**src/rtl/manchester_decoder_100m.sv**
```systemverilog
// IEEE 802.3 Manchester bit decoder locking onto mid-bit transitions.
// Define MANCH_DEC_ERR_CNT_EN to add the err_cnt lock-loss counter port.
module manchester_decoder_100m #(
    parameter int HALF_CYC = 4
) (
    input  logic        clk_sys,
    input  logic        rst,
    input  logic        rx_en,
    input  logic        line_in,
    output logic        bit_out,
    output logic        bit_valid,
    input  logic        bit_ready,
    output logic        locked,
    output logic        overflow
`ifdef MANCH_DEC_ERR_CNT_EN
    ,
    output logic [15:0] err_cnt
`endif
);

    localparam int WIN = 3 * HALF_CYC / 2;
    localparam int TMO = 5 * HALF_CYC / 2;
    localparam int CW  = $clog2(TMO + 1);

    localparam logic [CW-1:0] WIN_C = CW'(WIN);
    localparam logic [CW-1:0] TMO_C = CW'(TMO);

    if (HALF_CYC < 2 || (HALF_CYC % 2) != 0) begin : g_bad_param
        $error("HALF_CYC must be even and >= 2");
    end

    typedef enum logic {
        HUNT,
        LOCKED
    } state_e;

    logic          sync1_q, sync1_d;
    logic          sync2_q, sync2_d;
    logic          hist_q,  hist_d;
    state_e        state_q, state_d;
    logic [CW-1:0] cnt_q,   cnt_d;
    logic          emit_q,  emit_d;
    logic          ebit_q,  ebit_d;
    logic          bout_q,  bout_d;
    logic          bval_q,  bval_d;
    logic          ovf_q,   ovf_d;
    logic          line_edge;
    logic          mid_ok;
`ifdef MANCH_DEC_ERR_CNT_EN
    logic          lock_lost;
    logic [15:0]   err_q,   err_d;
`endif

    always_comb begin
        sync1_d = line_in;
        sync2_d = sync1_q;
        hist_d  = sync2_q;
    end

    assign line_edge = sync2_q ^ hist_q;
    assign mid_ok    = cnt_q >= WIN_C;

    // Lock tracking: only edges far enough from the last mid-bit count.
    always_comb begin
        state_d = state_q;
        cnt_d   = (cnt_q == TMO_C) ? cnt_q : cnt_q + 1'b1;
        emit_d  = 1'b0;
        ebit_d  = ebit_q;
`ifdef MANCH_DEC_ERR_CNT_EN
        lock_lost = 1'b0;
`endif
        if (!rx_en) begin
            state_d = HUNT;
            cnt_d   = '0;
        end else begin
            unique case (state_q)
                HUNT: begin
                    if (line_edge) begin
                        cnt_d = '0;
                        if (mid_ok) begin
                            emit_d  = 1'b1;
                            ebit_d  = sync2_q;
                            state_d = LOCKED;
                        end
                    end
                end
                LOCKED: begin
                    if (line_edge && mid_ok) begin
                        emit_d = 1'b1;
                        ebit_d = sync2_q;
                        cnt_d  = '0;
                    end else if (!line_edge && cnt_q == TMO_C) begin
                        state_d = HUNT;
                        cnt_d   = '0;
`ifdef MANCH_DEC_ERR_CNT_EN
                        lock_lost = 1'b1;
`endif
                    end
                end
                default: begin
                    state_d = HUNT;
                    cnt_d   = '0;
                end
            endcase
        end
    end

    // Single-entry output buffer; a bit arriving while full is dropped.
    always_comb begin
        bout_d = bout_q;
        bval_d = bval_q;
        ovf_d  = ovf_q;
        if (!rx_en) begin
            bval_d = 1'b0;
            ovf_d  = 1'b0;
        end else begin
            if (bval_q && bit_ready) begin
                bval_d = 1'b0;
            end
            if (emit_q) begin
                if (bval_q && !bit_ready) begin
                    ovf_d = 1'b1;
                end else begin
                    bout_d = ebit_q;
                    bval_d = 1'b1;
                end
            end
        end
    end

`ifdef MANCH_DEC_ERR_CNT_EN
    always_comb begin
        err_d = err_q;
        if (lock_lost && err_q != 16'hFFFF) begin
            err_d = err_q + 16'd1;
        end
    end

    always_ff @(posedge clk_sys or posedge rst) begin
        if (rst) begin
            err_q <= '0;
        end else begin
            err_q <= err_d;
        end
    end

    assign err_cnt = err_q;
`endif

    always_ff @(posedge clk_sys or posedge rst) begin
        if (rst) begin
            sync1_q <= 1'b0;
            sync2_q <= 1'b0;
            hist_q  <= 1'b0;
            state_q <= HUNT;
            cnt_q   <= '0;
            emit_q  <= 1'b0;
            ebit_q  <= 1'b0;
            bout_q  <= 1'b0;
            bval_q  <= 1'b0;
            ovf_q   <= 1'b0;
        end else begin
            sync1_q <= sync1_d;
            sync2_q <= sync2_d;
            hist_q  <= hist_d;
            state_q <= state_d;
            cnt_q   <= cnt_d;
            emit_q  <= emit_d;
            ebit_q  <= ebit_d;
            bout_q  <= bout_d;
            bval_q  <= bval_d;
            ovf_q   <= ovf_d;
        end
    end

    assign bit_out   = bout_q;
    assign bit_valid = bval_q;
    assign locked    = (state_q == LOCKED);
    assign overflow  = ovf_q;

endmodule
```
**config.mk**
```make
export PLATFORM = sky130hd
export DESIGN_NAME = manchester_decoder_100m
export DESIGN_NICKNAME = d
export VERILOG_FILES = /design/src/rtl/manchester_decoder_100m.sv
export SDC_FILE = /design/constraint.sdc
export NUM_CORES = 1
export LEC_CHECK = 0
export BUFFER_PORTS_ARGS = -buffer_cell sky130_fd_sc_hd__buf_2
export CAP_MARGIN = 40
export CORE_UTILIZATION = 45
export DETAILED_ROUTE_END_ITERATION = 8
export PLACE_DENSITY = 0.65
export SLEW_MARGIN = 10
export SYNTH_ARGS = -nofsm -noshare
export SYNTH_HDL_FRONTEND = slang
export SYNTH_SLANG_ARGS = --single-unit
```
**constraint.sdc**
```tcl
create_clock -name clk_sys -period 2.9 [get_ports clk_sys]
set_input_delay 0.29 -clock clk_sys [delete_from_list [all_inputs] [get_ports clk_sys]]
set_output_delay 0.29 -clock clk_sys [all_outputs]
set_load 0.01 [all_outputs]
```
-- After elaboration in Yosys (flattened, before gate mapping)
Cells that the tools add are included.
- input port bits: 5
- logic and storage cells: 56
- register bits: 13
- reduce and logical (&&, ||, !) cells: 9
- bitwise gates (word level): 3
- order comparisons: 1
- add/sub/neg operators: 1
- muxes and demuxes: 26
- equality and inequality tests: 6
- operator list (cell ; count):
    4-bit 2-to-1 mux ; 5
    1-bit 2-to-1 mux ; 17
    4-bit one-hot mux with 2 select lines ; 1
    2-bit by 1-bit inequality test with 1-bit output, second input constant ; 3
    1-bit one-hot mux with 2 select lines ; 3
    4-bit by 1-bit adder with 4-bit output, second input constant ; 1
    4-bit equality test, second input constant ; 1
    4-bit by 3-bit >= comparator with 1-bit output, second input constant ; 1
    1-bit logical AND ; 4
    2-bit inequality test, second input constant ; 2
    4-bit AND reduction ; 1
    3-bit AND reduction ; 1
    1-bit zero test ; 2
    1-bit NOT ; 2
    2-bit AND reduction ; 1
    1-bit bitwise XOR ; 1

-- Longest topological paths before layout
Gate-level depths: netlist (run 1).
- depth after elaboration: 7
- gate-level depth with buffers: 5
- mapped depth without buffers: 5

-- Least setup slack after synthesis (run 1)
No wires, ideal clock.
- kind: register to register
- start point: register cnt_q[0]
- end point: register state_q (netlist: locked)
- cell stages (with the launch flop): 6
- path slack: 1.572 ns
- setup time: 0.130 ns
- required time: 2.770 ns
- arrival time: 1.199 ns
- cell sequence: dfrtp_1 inv_1 ha_1 o21a_4 o21ai_0 o22ai_1
- cells in the longest elaborated chain, start to end: 6
- elaborated cells between the ends (all ways): 10
- classes of those cells: order compare (1); eq/ne (1); mux (6); reduce/logical (2)
- ends and longest elaborated chain (what ; RTL line ; text):
    from (decl) ; 41 ; logic [CW-1:0] cnt_q, cnt_d;
    from (signal assigned) ; 167 ; cnt_q <= cnt_d;
    parallel branches: the longest is 4 deep, another holds 4-bit by 3-bit >= comparator with 1-bit output ; - ;
    1-bit one-hot mux with 2 select lines (*) ; 76 ; unique case (state_q)
    1-bit 2-to-1 mux (*) ; 72 ; if (!rx_en) begin
    named net state_d ; 40 ; state_e state_q, state_d;
    to (signal assigned) ; 166 ; state_q <= state_d;
    to (decl) ; 40 ;
Mark *: on every way through the listed nets, which the timed path passes.
A chain may end at the register's enable or synchronous reset.

-- Worst setup path in the final report (run 1)
Same ends and word-level chain as after synthesis.

==> results of run 1 <==
==> layout make-up <==
cell class	instances	area [um^2]	area share, %
multi-input combinational	34	277	39.2
clock buffer	4	26.3	3.72
tap	15	18.8	2.66
timing repair buffer	8	40.0	5.67
inverter	5	18.8	2.66
sequential	13	325	46.1
==> sequential cells by signal, summed over array words and instances (netlist names) <==
register and count:
cnt_q 4, bit_out 1, bit_valid 1, ebit_q 1, emit_q 1, hist_d 1
hist_q 1, locked 1, overflow 1, sync1_q 1
==> power breakdown <==
part / internal, W / total (W) / leakage [nW] / switching (W)
clock: 0.0000531 / 0.000107 / 0.0150 / 0.0000536
sequential: 0.000186 / 0.000190 / 0.168 / 0.00000487
combinational: 0.00000960 / 0.0000237 / 0.152 / 0.0000141
total: 0.000248 / 0.000321 / 0.335 / 0.0000725
==> metal layers <==
layer | track usage, % | part of all wire (%) | up-vias
li1 | - | - | 212
met1 | 19.6 | 47 | 197
met2 | 27.5 | 49 | 7
met3 | 3.41 | 2.8 | 2
met4 | 10.3 | 1.1 | 0
met5 | 0 | 0 | -
==> logic make-up (layout without fill, tap and decap cells) <==
group / count (synthesis) / after routing
fa+ha+maj: 2 / 2
flops: 13 / 13
compound gates: 16 / 16
simple gates: 14 / 14
buf+inv: 7 / 17
xor+xnor: 2 / 2
==> cell usage after synthesis, types with 2 or more instances <==
cell type  count
dfrtp_1       13
o21a_1         2
nand3b_1       2
inv_1          5
buf_2          2
nor3b_2        2
nor2b_1        3
o21ai_0        4
ha_1           2
nand2_1        2
nor2_1         2
==> worst max-delay path by stage <==
stage / to
3_5_place_dp: locked$_DFF_PP0_
6_report: locked$_DFF_PP0_
4_1_cts: locked$_DFF_PP0_
2_1_floorplan: locked$_DFF_PP0_
5_1_grt: locked$_DFF_PP0_
3_3_place_gp: locked$_DFF_PP0_
==> worst reg2reg max path, stage by stage, from the launching register on <==
cell and delay, ns:
dfrtp_1 0.41, inv_1 0.06, ha_1 0.25, o21a_4 0.25
o21ai_0 0.21, o22ai_1 0.12
==> metrics by stage <==
| stage | std cells | total power [W] | area (um^2) | hold WS [ns] |
|---|---|---|---|---|
| 3_3_place_gp | 75 | 0.000218 | 679 | 0.328 |
| 2_1_floorplan | 54 | 0.000211 | 631 | 0.167 |
| 6_report | 79 | 0.000321 | 706 | 0.0215 |
| 4_1_cts | 79 | 0.000329 | 706 | 0.0332 |
| 3_5_place_dp | 75 | 0.000218 | 679 | 0.327 |
| 5_1_grt | 79 | 0.000339 | 706 | 0.0709 |
==> flow_summary.json, run 1 <==
{
  "status": "completed",
  "synth_top_area_share_pct": 51.6,
  "cts_max_level": 1,
  "critPathMaxStageDelay_ns": 0.41,
  "r2r_cells": 5,
  "nFillCells": 124,
  "grt.total_usage_pct": 16.7,
  "synth_area_um2": 631,
  "netlist_instances": 54,
  "r2r_end": "locked$_DFF_PP0_",
  "synthesis.nets": 61,
  "portBuffers": 8,
  "vias_per_cell": 5.29,
  "ys_seq_area_share_pct": 51.6,
  "fp-row-count": 13,
  "synth-xor-area-share_pct": 3.97,
  "num_antenna_cells": 0,
  "final_cell_mix": "dfrtp_1, buf_2, inv_1",
  "finalClockSkew_ns": 0.00178,
  "synth_top_area_cell": "dfrtp_1",
  "grt_max_degree": 14,
  "initial_utilization_pct": 48.5,
  "arrival_ns": 1.58,
  "synthMuxAreaShare_pct": 0,
  "critPathRequiredTime_ns": 3.05,
  "dieArea_um2": 1560,
  "vdd_drop_max_mv": 0.256,
  "wl_per_cell_um": 12.1,
  "fmaxAchievable_mhz": 695,
  "fin_crit_ns": 1.44,
  "crit_buf_inv": 1,
  "rsz0062_at_grt": "false",
  "num_vias": 418,
  "clock_latency_ns": 0.26,
  "dp_hpwl_um": 717,
  "synth_flop_cell": "dfrtp_1",
  "pre_cts_ws_ns": 1.47,
  "ctsHoldBuffers": 0,
  "crit_path_top_delay_cell": "dfrtp_1",
  "path_delay_family": "compound AO/OA/AOI/OAI gates",
  "synth_compound_area_share_pct": 20.8,
  "post_cts_buffers": 0,
  "synth_area_per_cell_um2": 11.7,
  "tritoncts": "built",
  "postLayoutCoreUtil_pct": 54.2,
  "hold_viol": 0,
  "yosys.cell_types.count": 26,
  "boundaryPins": 9,
  "drtIter0Drc": 3,
  "worst_slack_ns": 1.46,
  "clk_pin_slew_ns": 0.07,
  "synth_edf_count": 0,
  "grt_pass1_vias": 409,
  "layout.nets": 72,
  "mostFrequentLayoutCell": "dfrtp_1",
  "die_x_um": 39.4,
  "cts_buffers": 3,
  "cp_num_cells": 5,
  "synthTopCellsByArea": "dfrtp_1, ha_1, nor3b_2",
  "drcViolationCount": 0,
  "gr-total-overflow": 0,
  "tightestPinTransition_ns": 0.468,
  "maxSlewViolCount": 0,
  "grt_pass1_wl_um": 1670,
  "area_growth_pct": 11.9,
  "synth-simple-area-share_pct": 15.1,
  "r2r_start": "cnt_q[0]$_DFF_PP0_",
  "wl_um": 952,
  "critPathCaptureType": "flop",
  "cp-startpoint": "cnt_q[0]$_DFF_PP0_",
  "antenna_left": 0,
  "synth_seq_cells": 13,
  "synth_top_family_by_area": "compound AO/OA/AOI/OAI gates",
  "clock_sinks": 13,
  "async_reset_ff_share_pct": 100,
  "synth_adder_area_share_pct": 3.97,
  "drt_pass1_iterations": 4,
  "crit_type": "flop to flop",
  "drv_cap": 0,
  "ys_warn_count": 0,
  "drive_above_1_share_pct": 28.1,
  "rrSetupSlack_ns": 1.46,
  "setup_viol": 0,
  "chipHeight_um": 39.4,
  "cts_resized": 0,
  "path_cells": "inv_1 -> ha_1 -> o21a_4 -> o21ai_0 -> o22ai_1",
  "holdCritPathClass": "primary input to async pin",
  "place_congestion": 0.760,
  "ctsLongestPathBuffers": 2,
  "cts-root-buf": "clkbuf_4",
  "total_leakage_power_nw": 0.335,
  "antenna_found_initial": 0,
  "tns_ns": 0,
  "core_area_um2": 1300,
  "powerDensity_nw_per_um2": 455,
  "slew_headroom_pct": 68.8,
  "finalCritPeriodShare_pct": 49.6,
  "path_max_fanout": 5,
  "crit_path_start_kind": "flop"
}
Note: power is estimated with default switching activity, not from simulation.
==> inputs of run 2 (changes only) <==
- PLACE_DENSITY: 0.65 -> 0.68
- clock period: 2.9 -> 1.2 ns (I/O delays scaled with it)
==> flow_summary.json, run 2 (synthesis gave the netlist of run 1 again) <==
{
  "status": "complete, but fails checks",
  "violations": "negative setup slack",
  "crit_path_top_delay_cell": "dfrtp_1",
  "multi_input_comb_area_um2": 290,
  "gr-total-overflow": 0,
  "drtIter0Drc": 1,
  "tightestPinTransition_ns": 0.485,
  "cts-root-buf": "clkbuf_4",
  "area_growth_pct": 25.6,
  "stdcell_count": 88,
  "nFillCells": 112,
  "regArea_um2": 325,
  "arrival_ns": 1.37,
  "r2r_end": "ebit_q$_DFFE_PP0P_",
  "fp-row-count": 13,
  "wl_um": 1140,
  "r2r_cells": 5,
  "cts_max_level": 1,
  "path_max_fanout": 5,
  "antenna_found_initial": 0,
  "vias_per_cell": 5.34,
  "dp_hpwl_um": 899,
  "holdCritPathClass": "primary input to flop",
  "rrSetupSlack_ns": -0.02,
  "placedCellCount": 82,
  "top_register": "cnt_q",
  "fin_crit_ns": 1.22,
  "critPathCaptureType": "flop",
  "boundaryPins": 9,
  "mostFrequentLayoutCell": "dfrtp_1",
  "net-switching-power_w": 0.000186,
  "finalClockSkew_ns": 0.00571,
  "tritoncts": "built",
  "p_sw_share_pct": 22.9,
  "r2r_start": "cnt_q[0]$_DFF_PP0_",
  "final_cell_mix": "dfrtp_1, buf_2, buf_4",
  "num_vias": 470,
  "clock_latency_ns": 0.27,
  "powerDensity_nw_per_um2": 1020,
  "critPathRequiredTime_ns": 1.34,
  "die_x_um": 39.4,
  "drt_pass1_iterations": 2,
  "total_leakage_power_nw": 0.378,
  "dieArea_um2": 1560,
  "maxSlewViolCount": 0,
  "slew_headroom_pct": 67.6,
  "largest_reg_flops": 4,
  "drive_above_1_share_pct": 35.6,
  "vdd_drop_max_mv": 0.850,
  "critPathMaxStageDelay_ns": 0.35,
  "postLayoutCoreUtil_pct": 60.9,
  "initial_utilization_pct": 48.5,
  "path_cells": "inv_1 -> ha_2 -> o21a_4 -> o2111ai_1 -> o211ai_1",
  "place_congestion": 0.769,
  "hold_viol": 0,
  "clock_sinks": 13,
  "crit_type": "flop to flop",
  "drv_cap": 0,
  "grt_pass1_wl_um": 2010,
  "cp-startpoint": "cnt_q[0]$_DFF_PP0_",
  "combPwrFrac_pct": 11.7,
  "finalCritPeriodShare_pct": 102,
  "antenna_left": 0,
  "clk_pin_slew_ns": 0.08,
  "internal_power_w": 0.000625,
  "seqPwrFrac_pct": 56.2,
  "setup_viol": 6,
  "grt_max_degree": 14,
  "grt_pass1_vias": 496,
  "p_total_w": 0.000811,
  "drcViolationCount": 0,
  "ctsLongestPathBuffers": 2,
  "wl_per_cell_um": 13.0,
  "chipHeight_um": 39.4,
  "cp-endpoint": "ebit_q$_DFFE_PP0P_",
  "cts_buffers": 3,
  "rsz0062_at_grt": "true",
  "layout.nets": 81,
  "post_cts_buffers": 0,
  "worst_slack_ns": -0.0249,
  "core_area_um2": 1300,
  "portBuffers": 8,
  "fmaxAchievable_mhz": 816,
  "p_clk_share_pct": 32.1,
  "crit_path_start_kind": "flop",
  "grt.total_usage_pct": 20.6,
  "num_antenna_cells": 0
}
run 2: changes by cell type in the layout (fill, tap and decap cells not counted):
cell           change
a2bb2oi_2          -1
a2bb2oi_4          +1
buf_4              +7
dlygate4sd3_1      +2
ha_1               -1
ha_2               +1
o21ai_0            -2
o21ai_1            +2
run 2: metal layers:
metal  global-route usage, %  part of all wire (%)
met1                    18.9                    39
met3                    8.52                   5.1
met2                    40.2                    56
met4                    5.17                     0
met5                       0                     0
run 2: cell type report:
type,instances,share of cell area (%)
Sequential cell,13,41.1
Multi-Input combinational cell,34,36.7
Timing Repair Buffer,17,14.2
Clock buffer,4,3.32
Inverter,5,2.37
Tap cell,15,2.37
run 2: power groups by stage:
stage	combinational, W	clock [W]	sequential, W
after floorplan	0.0000471	0	0.000467
after global placement	0.0000883	0	0.000464
after detailed placement	0.0000906	0	0.000464
after CTS	0.0000960	0.000275	0.000456
after global routing	0.000105	0.000293	0.000457
final	0.0000951	0.000261	0.000456
run 2: repair_timing:
item / CTS / global route
hold buffers: 2 / 0
pin swaps: 0 / 0
hold endpoints to repair: 14 / 0
cloned: 0 / 0
endpoints found under the setup margin: 6 / 7
resized for setup: 0 / 1
run 2: worst max-delay path: cells and delay by family (launching register included):
kind,cells,cell delay (ns)
buf+inv,1,0.05
compound gates,3,0.50
fa+ha+maj,1,0.20
flops,1,0.35
run 2: metrics by stage:
step | cell area [um^2] | TNS [ns] | setup slack, ns | hold slack [ns]
floorplan | 644 | -0.242 | -0.0479 | -0.00304
global placement | 746 | -0.0150 | -0.00950 | 0.155
detailed placement | 746 | -0.0670 | -0.0202 | 0.158
CTS | 792 | -0.155 | -0.0307 | 0.172
global route | 792 | -0.476 | -0.0863 | 0.181
finish | 792 | -0.106 | -0.0249 | 0.182
run 2: worst min path at each step:
stage	startpoint	end	cells past startpoint
4_1_cts	rx_en	bit_valid$_DFF_PP0_	2
6_report	rx_en	bit_valid$_DFF_PP0_	2
2_1_floorplan	rst	bit_out$_DFFE_PP0P_	1
3_3_place_gp	rst	cnt_q[3]$_DFF_PP0_	2
5_1_grt	rx_en	bit_valid$_DFF_PP0_	2
3_5_place_dp	rst	cnt_q[3]$_DFF_PP0_	2
